==> src/rtl/shiftreg_seq.sv <==
// Command sequencer for an 8-bit universal shift register: accepts one command,
// then steps the register through a parallel load and N shifts, and returns the result.
module shiftreg_seq #(
  parameter int MAXCNT = 15
) (
  input  logic       clk,
  input  logic       reset_n,
  input  logic       cmd_valid,
  output logic       cmd_ready,
  input  logic [7:0] cmd_data,
  input  logic       cmd_dir,
  input  logic [3:0] cmd_count,
  input  logic       cmd_rot,
  input  logic       cmd_fill,
  input  logic       abort,
  output logic [1:0] sr_s,
  output logic [7:0] sr_a,
  output logic       sr_shiftIn,
  input  logic [7:0] sr_q,
  output logic       busy,
  output logic       done,
  output logic [7:0] result
);

  typedef enum logic [1:0] {
    IDLE  = 2'd0,
    LOAD  = 2'd1,
    SHIFT = 2'd2,
    DONE  = 2'd3
  } state_t;

  localparam logic [1:0] MODE_LOAD  = 2'b00;
  localparam logic [1:0] MODE_RIGHT = 2'b01;
  localparam logic [1:0] MODE_LEFT  = 2'b10;
  localparam logic [1:0] MODE_HOLD  = 2'b11;

  state_t     state, state_next;
  logic [7:0] data_q;
  logic       dir_q, rot_q, fill_q;
  logic [3:0] count_q;
  logic [3:0] cnt;
  logic       handshake;
  logic       finish;

  assign handshake = cmd_valid && cmd_ready;
  // A command that is aborted while in DONE must not publish its result.
  assign finish    = (state == DONE) && !abort;
  assign sr_a      = data_q;

  // NOTE: every combinational output gets a default first so no path leaves it unassigned (no latch).
  always_comb begin
    state_next = state;
    cmd_ready  = 1'b0;
    busy       = 1'b1;
    sr_s       = MODE_HOLD;
    sr_shiftIn = 1'b0;
    unique case (state)
      IDLE: begin
        cmd_ready = 1'b1;
        busy      = 1'b0;
        if (cmd_valid) state_next = LOAD;
      end
      LOAD: begin
        sr_s       = MODE_LOAD;
        state_next = (count_q != 4'd0) ? SHIFT : DONE;
      end
      SHIFT: begin
        sr_s       = dir_q ? MODE_LEFT : MODE_RIGHT;
        sr_shiftIn = rot_q ? (dir_q ? sr_q[7] : sr_q[0]) : fill_q;
        if (cnt == 4'd1) state_next = DONE;
      end
      DONE: begin
        state_next = IDLE;
      end
      default: state_next = IDLE;
    endcase
    if (abort && state != IDLE) state_next = IDLE;
  end

  // NOTE: sequential state uses non-blocking assignments so all registers update from pre-edge values.
  always_ff @(posedge clk or negedge reset_n) begin
    if (!reset_n) begin
      state   <= IDLE;
      data_q  <= '0;
      dir_q   <= 1'b0;
      rot_q   <= 1'b0;
      fill_q  <= 1'b0;
      count_q <= '0;
      cnt     <= '0;
      done    <= 1'b0;
      result  <= '0;
    end else begin
      state <= state_next;
      done  <= finish;
      if (finish) result <= sr_q;
      if (handshake) begin
        data_q  <= cmd_data;
        dir_q   <= cmd_dir;
        rot_q   <= cmd_rot;
        fill_q  <= cmd_fill;
        count_q <= cmd_count;
      end
      if (state == LOAD) cnt <= count_q;
      else if (state == SHIFT) cnt <= cnt - 4'd1;
    end
  end

endmodule

==> config.mk <==
export PLATFORM = sky130hd
export DESIGN_NAME = shiftreg_seq
export DESIGN_NICKNAME = d
export VERILOG_FILES = /design/src/rtl/shiftreg_seq.sv
export SDC_FILE = /design/constraint.sdc
export NUM_CORES = 1
export LEC_CHECK = 0
export BUFFER_PORTS_ARGS = -buffer_cell sky130_fd_sc_hd__buf_2
export CORE_MARGIN = 5
export CORE_UTILIZATION = 51
export CTS_BUF_LIST = sky130_fd_sc_hd__clkbuf_8
export CTS_CLUSTER_DIAMETER = 120
export DETAILED_ROUTE_END_ITERATION = 6
export GPL_ROUTABILITY_DRIVEN = 0
export GPL_TIMING_DRIVEN = 0
export PLACE_DENSITY = 0.81
export SLEW_MARGIN = 25
export SYNTH_ARGS = -nofsm -noshare
export SYNTH_HDL_FRONTEND = slang
export SYNTH_SLANG_ARGS = --single-unit
export TNS_END_PERCENT = 20
==> constraint.sdc <==
create_clock -name clk -period 2.1 [get_ports clk]
set_input_delay 0.525 -clock clk [delete_from_list [all_inputs] [get_ports clk]]
set_output_delay 0.525 -clock clk [all_outputs]
set_load 0.01 [all_outputs]
# Word-level counts from Yosys, hierarchy flattened
# Index checks and enable logic that the tools add are counted.
[totals] ff_bits=30 input_bits=27 out_inout_bits=22 wordCells=39
[classes] n_addsub=1 n_eq_ne=6 n_mux=14 reduce_logical=9
[op_table] op="2-bit two-way mux" count=4
[op_table] op="4-bit two-way mux" count=2
[op_table] op="2-bit one-hot mux with 4 select lines" count=1
[op_table] op="1-bit two-way mux" count=6
[op_table] op="3-bit != test, second input constant" count=2
[op_table] op="2-bit equality test, second input constant" count=2
[op_table] op="4-bit by 1-bit equality test with 1-bit output, second input constant" count=1
[op_table] op="2-bit one-hot mux with 2 select lines" count=1
[op_table] op="2-bit nonzero test" count=2
[op_table] op="4-bit nonzero test" count=1
[op_table] op="4-bit by 1-bit subtractor with 4-bit output, second input constant" count=1
[op_table] op="1-bit logical AND" count=3
[op_table] op="2-bit by 1-bit equality test with 1-bit output, second input constant" count=1
[op_table] op="2-bit zero test" count=1
[op_table] op="2-bit AND reduction" count=1
[op_table] op="1-bit zero test" count=1

# Logic depth before layout (Yosys ltp)
[logic_depth] ltp_word=4 ltp_mapped=6 mapped_depth_nobuf=5

# Least setup slack after synthesis
# No wires, ideal clock.
[synth_timing] kind="reg-to-reg" from="reg state[0]" to="reg count_q[0]" setup_ns=0.128 arrival_ns=1.491 required_time_ns=1.972 path_slack_ns=0.481 stages_incl_launch_ff=6 n_path_buf=1 synth_period_minus_slack_ns=1.619 cell_sequence="dfrtp_1 > inv_1 > ha_1 > nand2_1 > buf_2 > mux2_1"
[synth_via] elab_chain_cells=3
[synth_lines] item="start: declaration" line_no="37" text="state_t state, state_next;"
[synth_lines] item="start signal: assignment" line_no="93" text="state <= state_next;"
[synth_lines] item="2-bit zero test" line_no="57" text="unique case (state)"
[synth_lines] item="1-bit two-way mux" line_no="57"
[synth_lines] item="net cmd_ready" line_no="9" text="output logic cmd_ready,"
[synth_lines] item="1-bit logical AND" line_no="45" text="assign handshake = cmd_valid && cmd_ready;"
[synth_lines] item="end signal: assignment" line_no="101" text="count_q <= cmd_count;"
[synth_lines] item="end: declaration" line_no="40" text="logic [3:0] count_q;"
# The timed path passes the listed nets, and every way through them passes these cells.
# A chain may end at the register's enable or synchronous reset.

# Worst setup path after layout
[layout_timing] from="reg state[1]" to="out sr_s[0]"
[layout_via] elab_chain_cells=2 elab_cells_between_ends=3 classes_between="eq/ne: 2; mux: 1"
[layout_lines] item="2-bit equality test / 2-bit by 1-bit equality test with 1-bit output (equally long branches)" line_no="57"
[layout_lines] item="2-bit one-hot mux with 2 select lines (*)" line_no="57"
[layout_lines] item="end: declaration" line_no="16" text="output logic [1:0] sr_s,"
# Every way passes the cells marked *; elsewhere a longest branch is shown, timed or not.

==> qor.json <==
{
  "setup_path": {
    "crit_arrival_ns": 1.47,
    "r2r_cells": 5,
    "worstReg2RegEnd": "count_q[1]",
    "worstPathCellList": "inv_1 -> ha_2 -> inv_1 -> o21a_1 -> buf_2",
    "timing.critical_path.mode_cell": "inv_1",
    "cp.buffers_inverters": 3,
    "rrSetupSlack_ns": 0.27,
    "startpoint_type": "register",
    "path_delay_family": "flip-flops",
    "cp.required_ns": 1.57,
    "worstSetupPathType": "reg -> out",
    "cp_slowest_stage_delay_ns": 0.42,
    "cp_max_fo": 6,
    "worst_setup_path_end_kind": "primary output",
    "critical-path-slowest-cell": "dfrtp_1",
    "r2r_path_start": "state[0]"
  },
  "yosys": {
    "netlist_top_cells_count": "30 x dfrtp_1, 13 x mux2_2, 10 x mux2_1",
    "synthCells": 103,
    "synth_edf_count": 0,
    "synth-async-reset-ratio_pct": 100,
    "yosys-top-cells-area": "dfrtp_1 55%, mux2_2 11%, mux2_1 8.3%",
    "postSynthNetCount": 136,
    "yosysWarnings": 0,
    "yosys.cell_count.top_type": "dfrtp_1",
    "syn-cell-area_um2": 1360,
    "yosys.area.top_type": "dfrtp_1",
    "post-synth-top-area-fraction_pct": 55.2,
    "synth_ff_type": "dfrtp_1",
    "post_synth_num_cell_types": 23,
    "seq_area_frac_synth_pct": 55.2,
    "synthesis.area_per_instance_um2": 13.2,
    "ys_ff_latch": 30
  },
  "drt": {
    "drt_first_pass_iters": 3,
    "first_iter_violations": 19,
    "num_vias": 979,
    "antenna_violating_nets_post_route": 0,
    "detail_route.drc_violations": 0,
    "avgViaCountPerCell": 5.18,
    "wl_um": 2720,
    "wl_per_cell_um": 14.4
  },
  "die": {
    "ioPinCount": 49,
    "initial_core_utilization_pct": 53.9,
    "floorplan.core_area_um2": 2520,
    "die_y_um": 61.6,
    "chipWidth_um": 61.6,
    "design.die.area_um2": 3800,
    "cell_rows": 18
  },
  "global_routing": {
    "grt_total_usage_pct": 16.7,
    "grt_antenna_before_repair": 0,
    "grt_pass1_wl_um": 4410,
    "vias_in_the_first_global_route": 1056,
    "globalRouteOverflowTotal": 0,
    "grt_start_max_net_pins": 31
  },
  "clock_tree": {
    "tritoncts": "done",
    "cts_num_sinks": 30,
    "cts_buffers": 5,
    "cts.clk_slew.worst_paths_ns": 0.06,
    "cts.repair.resized": 0,
    "htree_num_levels": 2,
    "cts_hold_buffers": 0,
    "cts_post_setup_buffers_inserted": 0,
    "cts_root_buf": "clkbuf_8",
    "worstSkewPairLatency_ns": 0.28,
    "clockBufferDepth": 2
  },
  "cells_and_area": {
    "final_area_um2": 1730,
    "area_growth_from_synthesis_to_layout_pct": 27.3,
    "antenna_cells_inserted": 0,
    "finalNetCount": 191,
    "drive_gt1_share_pct": 46.5,
    "number_of_cells_in_the_finished_layout_apart_from_fillers": 189
  },
  "power_and_ir_drop": {
    "leak_pwr_nw": 0.884,
    "cellPowerDensity_nw_per_um2": 1590,
    "total_power_w": 0.00275,
    "vdd_ir_drop_max_v": 0.00102
  },
  "timing": {
    "final_max_tran_viols": 0,
    "period_share_pct": 94.9,
    "fin_crit_period_ns": 1.99,
    "clock-skew-final_ns": 0.00320,
    "worstMarginPinSlew_ns": 0.644,
    "maxClockFrequency_mhz": 502,
    "final_worst_setup_slack_ns": 0.107,
    "worst_slew_margin_relative_to_its_limit_pct": 57.1,
    "setup_violations": 0,
    "final.setup.tns_ns": 0,
    "rsz0062_at_grt": "no",
    "report.final.hold_viol_count": 0
  },
  "placement": {
    "place.port_buffers": 48,
    "placed_instances": 181,
    "dpl-instance-area_um2": 1640,
    "hpwl_um": 2100,
    "dp_slack_ns": 0.279
  },
  "worst_hold_path": {
    "holdCritPathClass": "in -> async"
  },
  "run": {
    "max_capacitance_violation_count": 0
  },
  "status": {
    "status": "finished clean"
  }
}
==> logic make-up (layout without fill, tap and decap cells) <==
kind of cell	count (synthesis)	count (layout)	synth area share (%)
DFF	30	30	55.2
muxes	29	29	23.5
and+or+nand+nor	16	16	6.07
AOI/OAI and AO/OA	12	12	6.26
buffers and inverters	10	66	3.50
adders and majority gates	6	6	5.52
==> sequential cells by signal, summed over array words and instances, names as in the netlist <==
register,flops
done,1
dir_q,1
cnt,4
count_q,4
fill_q,1
rot_q,1
state,2
sr_a,8
result,8
==> cell type report <==
cell class	instances	area, µm²
fillers	195	791
flip-flops and latches	30	751
multi-input cells	63	564
repair buffers	48	240
clock buffers	6	82.6
well taps	30	37.5
inverters	7	26.3
plain buffers	3	21.3
clock inverters	2	8.76
==> power breakdown <==
group | total, W | switching (W) | internal, W
combinational | 0.00122 | 0.000604 | 0.000621
clock | 0.000462 | 0.000204 | 0.000259
sequential | 0.00107 | 0.000192 | 0.000876
total | 0.00275 | 0.000999 | 0.00176
==> cells in the final DEF (no fill, tap or decap), types with 2 or more instances in the layout <==
master / netlist / final
a21oi_1: 4 / 4
buf_2: 2 / 50
clkbuf_8: 0 / 6
dfrtp_1: 30 / 30
ha_1: 6 / 5
inv_1: 7 / 8
mux2_1: 10 / 10
mux2_2: 13 / 13
mux2i_1: 6 / 6
nand2_1: 6 / 6
nor2_1: 3 / 3
nor3_1: 2 / 2
o21ai_0: 2 / 2
o22ai_1: 2 / 2
==> per-stage QoR <==
| stage | hold slack [ns] | util, % |
|---|---|---|
| 3_3_place_gp | 0.472 | 64.9 |
| 6_report | 0.269 | 68.7 |
| 5_1_grt | 0.315 | 68.7 |
| 4_1_cts | 0.281 | 68.6 |
| 2_1_floorplan | 0.229 | - |
| 3_5_place_dp | 0.485 | 64.9 |
==> worst max path at each step <==
stage | from | end | slack (ns) | cells after the start
after floorplan | state[0] | count_q[0] | 0.48 | 5
after global placement | state[0] | count_q[3] | 0.35 | 5
after detailed placement | state[0] | count_q[1] | 0.28 | 5
after CTS | state[1] | sr_s[0] | 0.04 | 5
after global routing | state[0] | sr_s[1] | 0.0001 | 5
final | state[1] | sr_s[0] | 0.11 | 5
==> layer usage <==
layer	share of wire [%]	vias to the layer above	global-route usage, %
li1	-	467	-
met1	37	475	17.1
met2	52	31	28.0
met3	8.9	6	8.60
met4	2.0	0	8.18
met5	0	-	0
Note: power is estimated with default switching activity, not from simulation.
